==> src/rtl/etaj_decodificare.sv <==
// Pipelined decode stage: splits an instruction into fields, extends the immediate,
// flags illegal opcodes and buffers results in a two-entry skid buffer.
module etaj_decodificare #(
    parameter int                      INSTR_W    = 16,
    parameter int                      OPCODE_W   = 4,
    parameter int                      REG_W      = 4,
    parameter int                      IMM_W      = 8,
    parameter int                      DATA_W     = 16,
    parameter int                      PC_W       = 8,
    parameter logic [2**OPCODE_W-1:0]  SEXT_MASK  = '0,
    parameter logic [2**OPCODE_W-1:0]  LEGAL_MASK = '1,
    parameter int                      COUNT_W    = 16
) (
    input  logic                clk,
    input  logic                rst,
    input  logic                flush,
    input  logic                in_valid,
    output logic                in_ready,
    input  logic [INSTR_W-1:0]  instr,
    input  logic [PC_W-1:0]     pc_in,
    output logic                out_valid,
    input  logic                out_ready,
    output logic [OPCODE_W-1:0] opcode,
    output logic [REG_W-1:0]    rs,
    output logic [REG_W-1:0]    rt,
    output logic [REG_W-1:0]    rd,
    output logic [IMM_W-1:0]    imm_raw,
    output logic [DATA_W-1:0]   imm_ext,
    output logic                illegal,
    output logic [PC_W-1:0]     pc_out,
    output logic [COUNT_W-1:0]  dec_count
);

    localparam int ENT_W = OPCODE_W + 3*REG_W + IMM_W + DATA_W + 1 + PC_W;

    typedef enum logic [1:0] {
        ST_EMPTY = 2'd0,
        ST_ONE   = 2'd1,
        ST_FULL  = 2'd2
    } state_t;

    logic [OPCODE_W-1:0] dec_op;
    logic [REG_W-1:0]    dec_rs;
    logic [REG_W-1:0]    dec_rt;
    logic [REG_W-1:0]    dec_rd;
    logic [IMM_W-1:0]    dec_imm;
    logic [DATA_W-1:0]   dec_ext;
    logic                dec_ill;
    logic                dec_sext;
    logic [ENT_W-1:0]    dec_entry;

    assign dec_op   = instr[INSTR_W-1 -: OPCODE_W];
    assign dec_rs   = instr[INSTR_W-OPCODE_W-1 -: REG_W];
    assign dec_rt   = instr[INSTR_W-OPCODE_W-REG_W-1 -: REG_W];
    assign dec_rd   = instr[REG_W-1:0];
    assign dec_imm  = instr[IMM_W-1:0];
    assign dec_sext = SEXT_MASK[dec_op];
    assign dec_ill  = ~LEGAL_MASK[dec_op];

    // Bits above IMM_W replicate the sign bit or stay zero; DATA_W==IMM_W degenerates to a copy.
    genvar gi;
    generate
        for (gi = 0; gi < DATA_W; gi++) begin : g_ext
            if (gi < IMM_W) begin : g_low
                assign dec_ext[gi] = dec_imm[gi];
            end else begin : g_high
                assign dec_ext[gi] = dec_sext & dec_imm[IMM_W-1];
            end
        end
    endgenerate

    assign dec_entry = {dec_op, dec_rs, dec_rt, dec_rd, dec_imm, dec_ext, dec_ill, pc_in};

    state_t              state_q, state_d;
    logic [ENT_W-1:0]    main_q, main_d;
    logic [ENT_W-1:0]    skid_q, skid_d;
    logic                in_ready_q, in_ready_d;
    logic                out_valid_q, out_valid_d;
    logic [COUNT_W-1:0]  count_q, count_d;
    logic                accept;
    logic                emit;

    assign accept = in_valid & in_ready_q;
    assign emit   = out_valid_q & out_ready;

    always_comb begin
        state_d = state_q;
        main_d  = main_q;
        skid_d  = skid_q;
        count_d = count_q + COUNT_W'(emit);
        case (state_q)
            ST_EMPTY: begin
                if (accept) begin
                    main_d  = dec_entry;
                    state_d = ST_ONE;
                end
            end
            ST_ONE: begin
                if (accept && emit) begin
                    main_d = dec_entry;
                end else if (accept) begin
                    skid_d  = dec_entry;
                    state_d = ST_FULL;
                end else if (emit) begin
                    state_d = ST_EMPTY;
                end
            end
            ST_FULL: begin
                if (emit) begin
                    main_d  = skid_q;
                    skid_d  = '0;
                    state_d = ST_ONE;
                end
            end
            default: state_d = ST_EMPTY;
        endcase
        // Flush discards both entries; a handshake in this cycle is still counted above.
        if (flush) begin
            state_d = ST_EMPTY;
            skid_d  = '0;
        end
        in_ready_d  = (state_d != ST_FULL);
        out_valid_d = (state_d != ST_EMPTY);
    end

    always_ff @(posedge clk or posedge rst) begin
        if (rst) begin
            state_q     <= ST_EMPTY;
            main_q      <= '0;
            skid_q      <= '0;
            in_ready_q  <= 1'b1;
            out_valid_q <= 1'b0;
            count_q     <= '0;
        end else begin
            state_q     <= state_d;
            main_q      <= main_d;
            skid_q      <= skid_d;
            in_ready_q  <= in_ready_d;
            out_valid_q <= out_valid_d;
            count_q     <= count_d;
        end
    end

    assign {opcode, rs, rt, rd, imm_raw, imm_ext, illegal, pc_out} = main_q;
    assign in_ready  = in_ready_q;
    assign out_valid = out_valid_q;
    assign dec_count = count_q;

endmodule
==> config.mk <==
export PLATFORM = sky130hd
export DESIGN_NAME = etaj_decodificare
export DESIGN_NICKNAME = d
export VERILOG_FILES = /design/src/rtl/etaj_decodificare.sv
export SDC_FILE = /design/constraint.sdc
export NUM_CORES = 1
export LEC_CHECK = 0
export ABC_AREA = 0
export CORE_UTILIZATION = 45
export CTS_CLUSTER_DIAMETER = 150
export DETAILED_ROUTE_END_ITERATION = 7
export PLACE_DENSITY = 0.77
export SLEW_MARGIN = 20
export SYNTH_ARGS = -nofsm -noshare
export SYNTH_HDL_FRONTEND = slang
export SYNTH_SLANG_ARGS = --single-unit
==> constraint.sdc <==
create_clock -name clk -period 3.3 [get_ports clk]
set_input_delay 0.99 -clock clk [delete_from_list [all_inputs] [get_ports clk]]
set_output_delay 0.99 -clock clk [all_outputs]
set_load 0.03 [all_outputs]
### After elaboration in Yosys (flattened, before gate mapping)

Memory sizes are Yosys's and may differ from the RTL's.
Cells that the tools add are included.
Widths: inputs -> output; s select.

| cells by class | value |
|---|---|
| equal/unequal tests | 9 |
| bitwise operators | 4 |
| reductions and logical operators | 7 |
| mux-type cells | 17 |
| magnitude comparators | 1 |
| add/sub/neg operators | 1 |

Operator list:

| cell | count |
|---|---|
| $mux 49 | 6 |
| $pmux 49 s3 | 1 |
| $pmux 49 s2 | 1 |
| $add 16x1->16 | 1 |
| $mux 2 | 6 |
| $ne 3x3->1 const B | 3 |
| $ne 2x2->1 const B | 4 |
| $reduce_and 4->1 | 2 |
| $pmux 2 s3 | 1 |
| $reduce_bool 3->1 | 2 |
| $lt 4x5->1 const B | 1 |
| $and 1x1->1 | 3 |
| $eq 2x1->1 const B | 1 |
| $eq 2x2->1 const B | 1 |
| $logic_not 2->1 | 1 |
| $mux 1 | 2 |
| $reduce_bool 2->1 | 1 |
| $logic_and 1x1->1 | 1 |
| $not 1->1 | 1 |

| storage, ports and cells | value |
|---|---|
| input port bits | 29 |
| flip-flop bits (word level) | 118 |
| memories | 2 |
| output and inout bits | 67 |
| logic and storage cells | 47 |
| memory bits (read-only) | 32 |

Memories:

| name | depth | bits a word | rd ports | clocked after memory_dff | wr ports | line | source |
|---|---|---|---|---|---|---|---|
| (name not given) | 16 | 1 | 1 | 0 | 0 | 58 | `assign dec_ill = ~LEGAL_MASK[dec_op];` |
| (name not given) | 16 | 1 | 1 | 0 | 0 | 57 | `assign dec_sext = SEXT_MASK[dec_op];` |

### Depth between registers and ports, before layout

| logic depth | value |
|---|---|
| word-level depth | 7 |
| mapped depth | 8 |
| mapped depth without buffers | 8 |

### Least setup slack after synthesis

Ideal clock, no wire load.

| timing | value |
|---|---|
| kind | input -> register |
| from | in out_ready |
| to | reg count_q[12] (netlist: dec_count[12]) |
| path slack | 1045 ps |
| path buffers | 0 |
| library setup time | 134 ps |
| arrival | 2121 ps |
| required time | 3166 ps |
| stages | 8 |
| cell sequence | nand2_1 > inv_1 > ha_1 > ha_1 > inv_1 > nor4_1 > nand2_1 > xnor2_1 |

| between the ends | value |
|---|---|
| cells in the longest elaborated chain, start to end | 2 |

Ends and longest elaborated chain:

| what | line | source |
|---|---|---|
| start: declaration | 22 | `input logic out_ready,` |
| $and 1x1->1 | 84 | `assign emit = out_valid_q & out_ready;` |
| $add 16x1->16 | 90 | `count_d = count_q + COUNT_W'(emit);` |
| net count_d[12] | 79 | `logic [COUNT_W-1:0] count_q, count_d;` |
| end signal: assignment | 140 | `count_q <= count_d;` |
| end: declaration | 79 |  |

The timed path passes the listed nets, and every way through them passes these cells.
A chain may end at the register's enable or synchronous reset.

### Worst setup path in the final report

Same ends and word-level chain as after synthesis.

==> flow_metrics.py <==
metrics = {
    "outcome": {
        "status": "complete, no violations",
    },
    "power_and_ir_drop": {
        "power_mw": 2.664,
        "pwr-share-comb_pct": 36.5,
        "swShare_pct": 37.47,
        "p_leak_nw": 1.878,
        "p_per_area_nw_per_um2": 645.0,
        "clock_power_share_pct": 22.7,
        "switchingPower_mw": 0.9983,
        "intPower_mw": 1.666,
        "sequentialPowerShare_pct": 40.7,
        "vdd_drop_max_v": 0.0003824,
    },
    "synthesis": {
        "yosysWarningCount": 0,
        "synth_edf_count": 0,
        "yosys_register_bits": 68,
        "synth_ff_type": "dfrtp_1",
        "async_reset_ff_share_pct": 100.0,
        "ys_seq_area_share_pct": 53.56,
        "syn_inst": 345,
        "synth.distinct_cells": 33,
        "post_synth_instance_area_um2": 3179,
        "postSynthAreaPerCell_um2": 9.215,
    },
    "final_layout": {
        "post-route-cell-area_um2": 4130,
        "diodes": 0,
        "drive_gt1_share_pct": 7.177,
        "final_cell_mix": "nand2_1, clkdlybuf4s50_1, dfrtp_1, nand3_1, nor2_1",
        "fin_cells": 514,
        "fin_nets": 444,
        "syn2layout_area_growth_pct": 29.91,
        "post-route-util_pct": 60.79,
        "final_common_cell": "nand2_1",
    },
    "timing": {
        "finalCritPeriodShare_pct": 79.27,
        "drv_slew": 0,
        "setup_viol": 0,
        "relSlewSlack_pct": 34.43,
        "fin_setup_tns_ns": 0,
        "period_needed_ns": 2.616,
        "hold_slack_ns": 0.4659,
        "fmax_ghz": 0.3823,
        "final-hold-violation-count": 0,
        "clock_skew_ns": 0.009821,
        "worstMarginPinSlew_ns": 0.9835,
        "rsz0062_at_grt": "false",
        "setup_slack_ns": 0.6841,
    },
    "floorplanning": {
        "die_w_um": 86.06,
        "ios": 96,
        "rows": 30,
        "die_h_um": 86.06,
        "die-area_um2": 7405,
        "coreArea_um2": 6794,
        "start_util_pct": 46.80,
    },
    "setup_path": {
        "cpMaxStageDelayCell": "clkdlybuf4s50_1",
        "cp_max_fo": 4,
        "endpoint_kind": "register",
        "worstSetupStartpoint": "out_ready",
        "worst_ep_arrival_time_ns": 2.84,
        "worstReg2RegStart": "state_q[1]$_DFF_PP0_",
        "crit_type": "in2reg",
        "worstSetupStartpointType": "input port",
        "crit_family": "buffers and inverters",
        "cp_data_required_time_ns": 3.52,
        "max_stage_delay_ns": 0.53,
        "cp_cell_sequence": "clkdlybuf4s50_1, nand2_1, inv_1, ha_1, ha_1, inv_1, nor4_1, nand2_1, xnor2_1",
        "path_buf_inv": 3,
    },
    "grt": {
        "grt_pass1_vias": 2364,
        "use_met2_pct": 31.17,
        "grtUsageTotal_pct": 18.96,
        "grt_max_degree": 49,
        "overflow": 0,
        "antenna_found_initial": 0,
        "use_met3_pct": 4.235,
        "met1_usage_pct": 23.99,
        "grt_pass1_wl_um": 10830,
        "busiest_layer": "met2",
    },
    "route": {
        "num_vias": 2524,
        "wl_per_cell_um": 12.72,
        "drtPass1Iterations": 4,
        "wl_um": 6539,
        "detail-route-antenna-nets": 0,
        "drt-vias-per-instance": 4.911,
        "drt_iter0_markers": 152,
        "drc": 0,
    },
    "clocking": {
        "ctsRootBufferMaster": "clkbuf_8",
        "tritoncts": "done",
        "hold_buffers": 0,
        "cts.path.max_buffers": 2,
        "numCtsBuffers": 9,
        "insertion_delay_ns": 0.34,
        "clk_pin_slew_ns": 0.07,
        "cts.sinks": 68,
        "h-tree-depth": 3,
        "cts_resized": 0,
        "post_cts_buffers": 0,
    },
    "hold_path": {
        "hold_path.class": "reg2reg",
        "min_from": "skid_q[41]$_DFFE_PP0P_",
    },
    "placement": {
        "hpwl_um": 4400,
        "place.gp.congestion": 0.8372,
        "place_area_um2": 3953,
        "dp.cells": 498,
        "io_buffers": 86,
        "place_ws_ns": 0.3498,
    },
    "job": {
        "maxCapViolCount": 0,
    },
}
-- Yosys cell counts, drive strengths merged, types with 2 or more instances --
| library cell | number | area, µm² |
|---|---|---|
| nand3 | 31 | 155.2 |
| inv | 5 | 18.77 |
| clkbuf | 3 | 11.26 |
| nor4 | 2 | 18.77 |
| a31oi | 25 | 156.4 |
| buf | 40 | 284.0 |
| nor2 | 31 | 118.9 |
| xnor2 | 10 | 87.58 |
| nand4 | 3 | 18.77 |
| nand2 | 105 | 394.1 |
| dfrtp | 67 | 1677 |
| nand4b | 2 | 17.52 |
| ha | 2 | 25.02 |
| xor2 | 4 | 35.03 |
| a21oi | 2 | 10.01 |
-- registers in the layout, indices dropped and copies added (netlist names) --
| register | count |
|---|---|
| skid_q | 24 |
| in_ready | 1 |
| state_q | 2 |
| out_valid | 1 |
| dec_count | 16 |
| main_q | 24 |
-- worst reg2reg max path: stages (launching register included) --
cell and delay [ns]:
dfrtp_1 0.51, and2b_1 0.23, buf_4 0.23, nor2_2 0.36, buf_4 0.30, nand3_1 0.10
nand2_1 0.08
-- worst paths after layout --
path	endpoint	slack [ns]	cells past startpoint
worst max-delay path	dec_count[12]$_DFF_PP0_	0.68	9
worst min-delay path	skid_q[41]$_DFFE_PP0P_	0.47	2
worst max register to register	skid_q[36]$_DFFE_PP0P_	1.43	6
worst min register to register	skid_q[41]$_DFFE_PP0P_	0.47	2
max in group asynchronous	state_q[0]$_DFF_PP0_	1.71	3
min in group asynchronous	dec_count[3]$_DFF_PP0_	0.99	2
-- power groups by stage --
stage	clock (mW)	sequential [mW]	combinational, mW
after detailed placement	0	1.10	0.978
after global placement	0	1.10	0.969
after floorplan	0	1.31	0.437
final	0.606	1.09	0.973
after global routing	0.663	1.11	1.03
after CTS	0.623	1.09	0.981
-- cell families (layout without fill, tap and decap cells) --
family | count (synthesis) | after routing | share of synthesized area (%)
buffers and inverters | 48 | 113 | 9.878
adders and majority gates | 2 | 2 | 0.7870
xor gates and xnor gates | 14 | 14 | 3.857
other | 1 | 9 | 0.1180
and+or+nand+nor | 179 | 179 | 23.93
AOI/OAI and AO/OA | 33 | 33 | 7.871
DFF | 68 | 68 | 53.56
-- per-layer routing --
layer  routed length [µm]  share of wire, %  vias to the layer above
li1                     -                 -                     1239
met2                 3251                50                       90
met1                 2833                43                     1189
met4                   67               1.0                        0
met5                    0                 0                        -
met3                  388               5.9                        6
-- layout make-up --
cell class,instances,area (µm²)
sequential,68,1703
clock inverter,6,40.04
timing repair buffer,92,918.4
inverter,5,18.77
clock buffer,10,137.6
multi-input combinational,237,1192
tap,96,120.1
fill,599,2664
No activity file was read; power rests on OpenSTA's default activity.
==> RTL change 1: new RTL, same flow settings <==
The parameter `IMM_W` goes from 8 to 7.
--- a/src/rtl/etaj_decodificare.sv
+++ b/src/rtl/etaj_decodificare.sv
@@ -4,7 +4,7 @@
     parameter int                      INSTR_W    = 16,
     parameter int                      OPCODE_W   = 4,
     parameter int                      REG_W      = 4,
-    parameter int                      IMM_W      = 8,
+    parameter int                      IMM_W      = 7,
     parameter int                      DATA_W     = 16,
     parameter int                      PC_W       = 8,
     parameter logic [2**OPCODE_W-1:0]  SEXT_MASK  = '0,
Interface: changed (resized imm_raw); port bits go from 96 to 95. The function was not compared with the original's and may differ.
==> RTL change 1 against the original RTL <==
- design area up 6.8%
- critical endpoint is now dec_count[14]$_DFF_PP0_
- clock skew about the same
- worst setup slack worse by 0.12 ns
- area after synthesis up 6.6%
- power up 7.1%
- utilization about the same
- critical path depth down 2
- global-route usage down 0.50 points
- sequential cell count unchanged
- count of clock-buffer cells in the layout up 1
- wire length up 1.2%
- register-to-register slack worse by 0.36 ns
==> RTL change 1: results (changes against the original RTL) <==
placement:
  dp_slack_ns: 0.252  # -0.0977 ns
  dp.final_hpwl_um: 4430  # +0.71%
  dp_cells: 426  # -14%
  portBuffers: 84  # -2.3%
  gp_congestion: 0.781  # -6.7%
sta:
  tightestPinTransition_ns: 0.768  # -0.215 ns
  fin_skew_ns: 0.0101  # +0.000249 ns
synthesis:
  yosysUniqueCellTypes: 36  # +9.1%
  yosysWarnings: 0  # unchanged
  postSynthAreaPerCell_sq_um: 12.8  # +39%
  synthTopCellsByArea: "dfrtp_1, mux2_2, mux2_1"
  yosysSeqAreaShare: 0.503  # -0.0330
  yosys-top-cells-count: "dfrtp_1, mux2_2, buf_4, nor3b_1, mux2_1"
  yosysTopAreaCell: "dfrtp_1"
  ys_async_sr_fraction: 1.00  # unchanged
clock_network:
  post_cts_buffers: 0  # unchanged
  cts-buffers-inserted: 9  # unchanged
  clk_latency_ns: 0.34  # about the same
  cts_root_buffer: "clkbuf_8"
  cts_resized: 0  # unchanged
  clkTransAtPathRegs_ns: 0.07  # about the same
  htree_levels: 3  # unchanged
  ctsLongestPathBuffers: 2  # unchanged
route:
  drt-total-wl_um: 6620  # +1.2%
  drt_iter0_drc: 130  # -14%
  vias: 2246  # -11%
  drtPass1Iterations: 5  # +1
critical_path:
  cp_slowest_cell: "clkdlybuf4s50_1"
  worstPathArrival_ns: 3.00  # +0.16 ns
  cp_max_fo: 5  # +1
  cp_slowest_stage_delay_ns: 0.51  # -0.02 ns
finish:
  final_cells: 442  # -14%
  drive_gt1_frac: 0.227  # +0.156
  fin_nets: 369  # -17%
  diodes: 0  # unchanged
outcome:
  status: "finished clean"
power_and_ir_drop:
  ir_worst_vdd_mv: 0.327  # -15%
  p_leak_nw: 1.90  # +1.3%
global_routing:
  antenna_found_initial: 0  # unchanged
  grt_pass1_wl_um: 10800  # -0.77%
  grt_max_degree: 69  # +41%
  track_usage: 0.185  # -0.00499
worst_hold_path:
  worstHoldPathType: "flop to flop"
## RTL change 1: path summary, 6_finish.rpt
kind / from / endpoint / slack (ns) / cells past startpoint
setup / recovery: out_ready / dec_count[14]$_DFF_PP0_ / 0.56 / 7
hold / removal: dec_count[15]$_DFF_PP0_ / dec_count[15]$_DFF_PP0_ / 0.47 / 1
setup reg to reg: state_q[1]$_DFF_PP0_ / main_q[47]$_DFFE_PP0P_ / 1.07 / 4
hold reg to reg: dec_count[15]$_DFF_PP0_ / dec_count[15]$_DFF_PP0_ / 0.47 / 1
max in group asynchronous: rst / in_ready$_DFF_PP1_ / 1.92 / 3
min in group asynchronous: rst / main_q[5]$_DFFE_PP0P_ / 1.02 / 3
## RTL change 1: worst max-delay path, delay by kind of cell
kind	cells	cell delay (ns)
xor+xnor	1	0.18
fa+ha+maj	2	0.49
buf+inv	1	0.51
simple gates	3	0.82
## RTL change 1: through the flow
stage	util	power, mW	instance area [sq um]
floorplan	-	1.77	3420
global route	0.608	3.00	4410
finish	0.608	2.85	4410
global placement	0.578	2.11	4190
CTS	0.608	2.89	4410
detailed placement	0.578	2.13	4190
## RTL change 1: kinds of logic after synthesis
kind of cell | after synthesis | share of synthesized area
flip-flops | 68 | 0.503
AO/OA/AOI/OAI | 10 | 0.0255
adder cells (fa/ha/maj) | 2 | 0.00738
XOR/XNOR | 14 | 0.0362
AND/OR/NAND/NOR | 57 | 0.107
other | 1 | 0.00111
buffers and inverters | 41 | 0.0805
multiplexers | 72 | 0.239
## RTL change 1: power by group
| group | switching (mW) | total [mW] | leakage (nW) | internal (mW) |
|---|---|---|---|---|
| Sequential | 0.113 | 1.10 | 0.848 | 0.984 |
| Combinational | 0.543 | 1.01 | 0.941 | 0.463 |
| Clock | 0.309 | 0.751 | 0.113 | 0.443 |
## RTL change 1: cell type report
class	count	area, sq um
fill	589	2840
sequential	68	1700
multi-input combinational	165	1450
timing repair buffer	91	906
clock buffer	11	141
tap	99	124
clock inverter	5	75.1
inverter	3	11.3
## RTL change 1: routing by layer
metal / wire length, um / global-route usage
met1: 3060 / 0.244
met2: 3090 / 0.283
met3: 363 / 0.0476
met4: 109 / 0.0924
met5: 0 / 0
==> RTL change 2: new RTL, same settings <==
Made on the original files. Re-encode `state_t` (3 states) as one-hot, 3 bits wide.
--- a/src/rtl/etaj_decodificare.sv
+++ b/src/rtl/etaj_decodificare.sv
@@ -33,10 +33,10 @@
 
     localparam int ENT_W = OPCODE_W + 3*REG_W + IMM_W + DATA_W + 1 + PC_W;
 
-    typedef enum logic [1:0] {
-        ST_EMPTY = 2'd0,
-        ST_ONE   = 2'd1,
-        ST_FULL  = 2'd2
+    typedef enum logic [2:0] {
+        ST_EMPTY = 3'b001,
+        ST_ONE   = 3'b010,
+        ST_FULL  = 3'b100
     } state_t;
 
     logic [OPCODE_W-1:0] dec_op;
Function: same outputs for any inputs over 4 cycles, from zero or initial values and one cycle with rst high; so few cycles prove little.
==> RTL change 2 against the original RTL <==
- power shrank 5.9%
- sequential share of layout area shrank 1.3 points
- worst setup slack lost 0.097 ns
- wire length shrank 2.2%
- highest routed layer unchanged
- sequential cell count grew 1
- combinational power shrank 24%
- synthesized cell count shrank 30%
- area after synthesis grew 3.9%
- first-iteration DRC count shrank 55%
- global-route usage shrank 1.3 points
- design area grew 4.7%
==> RTL change 2: results (changes against the original RTL) <==
route:
  drt-total-wl_um: 6400  # -2.2%
  vias_per_cell: 5.07  # +3.3%
sta:
  holdWs_ns: 0.480  # +0.0141 ns
  fin_skew_ns: 0.0148  # +0.00502 ns
  slew_headroom: 0.537  # +0.193
synthesis:
  syn_inst: 242  # -30%
  yosys-top-cells-count: "dfrtp_1, mux2_2, buf_4, a22o_1, mux2_4"
  yosysUniqueCellTypes: 37  # +12%
placement:
  dpl_cell_area_sq_um: 4100  # +3.6%
  dp_cells: 402  # -19%
  gp_congestion: 0.694  # -17%
critical_path:
  worstPathArrival_ns: 2.98  # +0.14 ns
  rr_startpoint: "out_valid$_DFF_PP0_"
  r2r_end: "dec_count[10]$_DFF_PP0_"
  cp_max_fo: 6  # +2
  r2r_slack_ns: 1.34  # -0.09 ns
  cp_slowest_stage_delay_ns: 0.46  # -0.07 ns
worst_hold_path:
  hold_path_depth: 1  # -1
  worstHoldStart: "dec_count[15]$_DFF_PP0_"
  min_to: "dec_count[15]$_DFF_PP0_"
outcome:
  status: "finished clean"
finish:
  fillers: 539  # -10%
  final_cells: 418  # -19%
  area_growth_syn_to_layout_pct: 31.0
  fin_nets: 348  # -22%
  drive_gt1_frac: 0.245  # +0.174
power_and_ir_drop:
  ir_worst_vdd_mv: 0.274  # -28%
  p_leak_nw: 1.95  # +3.9%
global_routing:
  track_usage: 0.177  # -0.0128
  grt_pass1_wl_um: 10200  # -5.8%
==> RTL change 2: critical path, delay by kind of cell <==
kind	cells	cell delay, ns
xor gates and xnor gates	1	0.14
and+or+nand+nor	4	0.71
buffers and inverters	2	0.70
adders and majority gates	2	0.44
==> RTL change 2: power by group <==
part | switching, mW | internal, mW | leakage [nW]
registers | 0.0760 | 0.933 | 0.895
logic | 0.394 | 0.345 | 0.951
clock network | 0.331 | 0.428 | 0.106
==> RTL change 2: worst max-delay path by stage <==
stage | to | slack (ns)
global route | dec_count[10]$_DFF_PP0_ | 0.45
detailed placement | dec_count[10]$_DFF_PP0_ | 0.25
finish | dec_count[10]$_DFF_PP0_ | 0.59
CTS | dec_count[10]$_DFF_PP0_ | 0.60
floorplan | dec_count[0]$_DFF_PP0_ | 0.57
global placement | dec_count[10]$_DFF_PP0_ | 0.30
==> RTL change 2: area by class of cell <==
type	count	share of cell area
clock buffer	9	0.0286
clock inverter	7	0.0226
sequential	69	0.400
tap	96	0.0278
timing repair buffer	91	0.213
inverter	4	0.00347
multi-input combinational	142	0.304
==> RTL change 2: cell families after synthesis <==
family	Yosys count	synth area share
multiplexers	49	0.189
AND/OR/NAND/NOR	35	0.0637
flip-flops	69	0.524
AO/OA/AOI/OAI	33	0.0853
XOR/XNOR	14	0.0371
adder cells (fa/ha/maj)	2	0.00758
other	1	0.00114
buffers and inverters	39	0.0921
==> RTL change 2: routing by layer <==
| layer | vias up | part of all wire | GRT usage |
|---|---|---|---|
| li1 | 979 | - | - |
| met1 | 1065 | 0.45 | 0.233 |
| met2 | 68 | 0.49 | 0.278 |
| met3 | 9 | 0.045 | 0.0386 |
| met4 | 0 | 0.013 | 0.0849 |
| met5 | - | 0 | 0 |
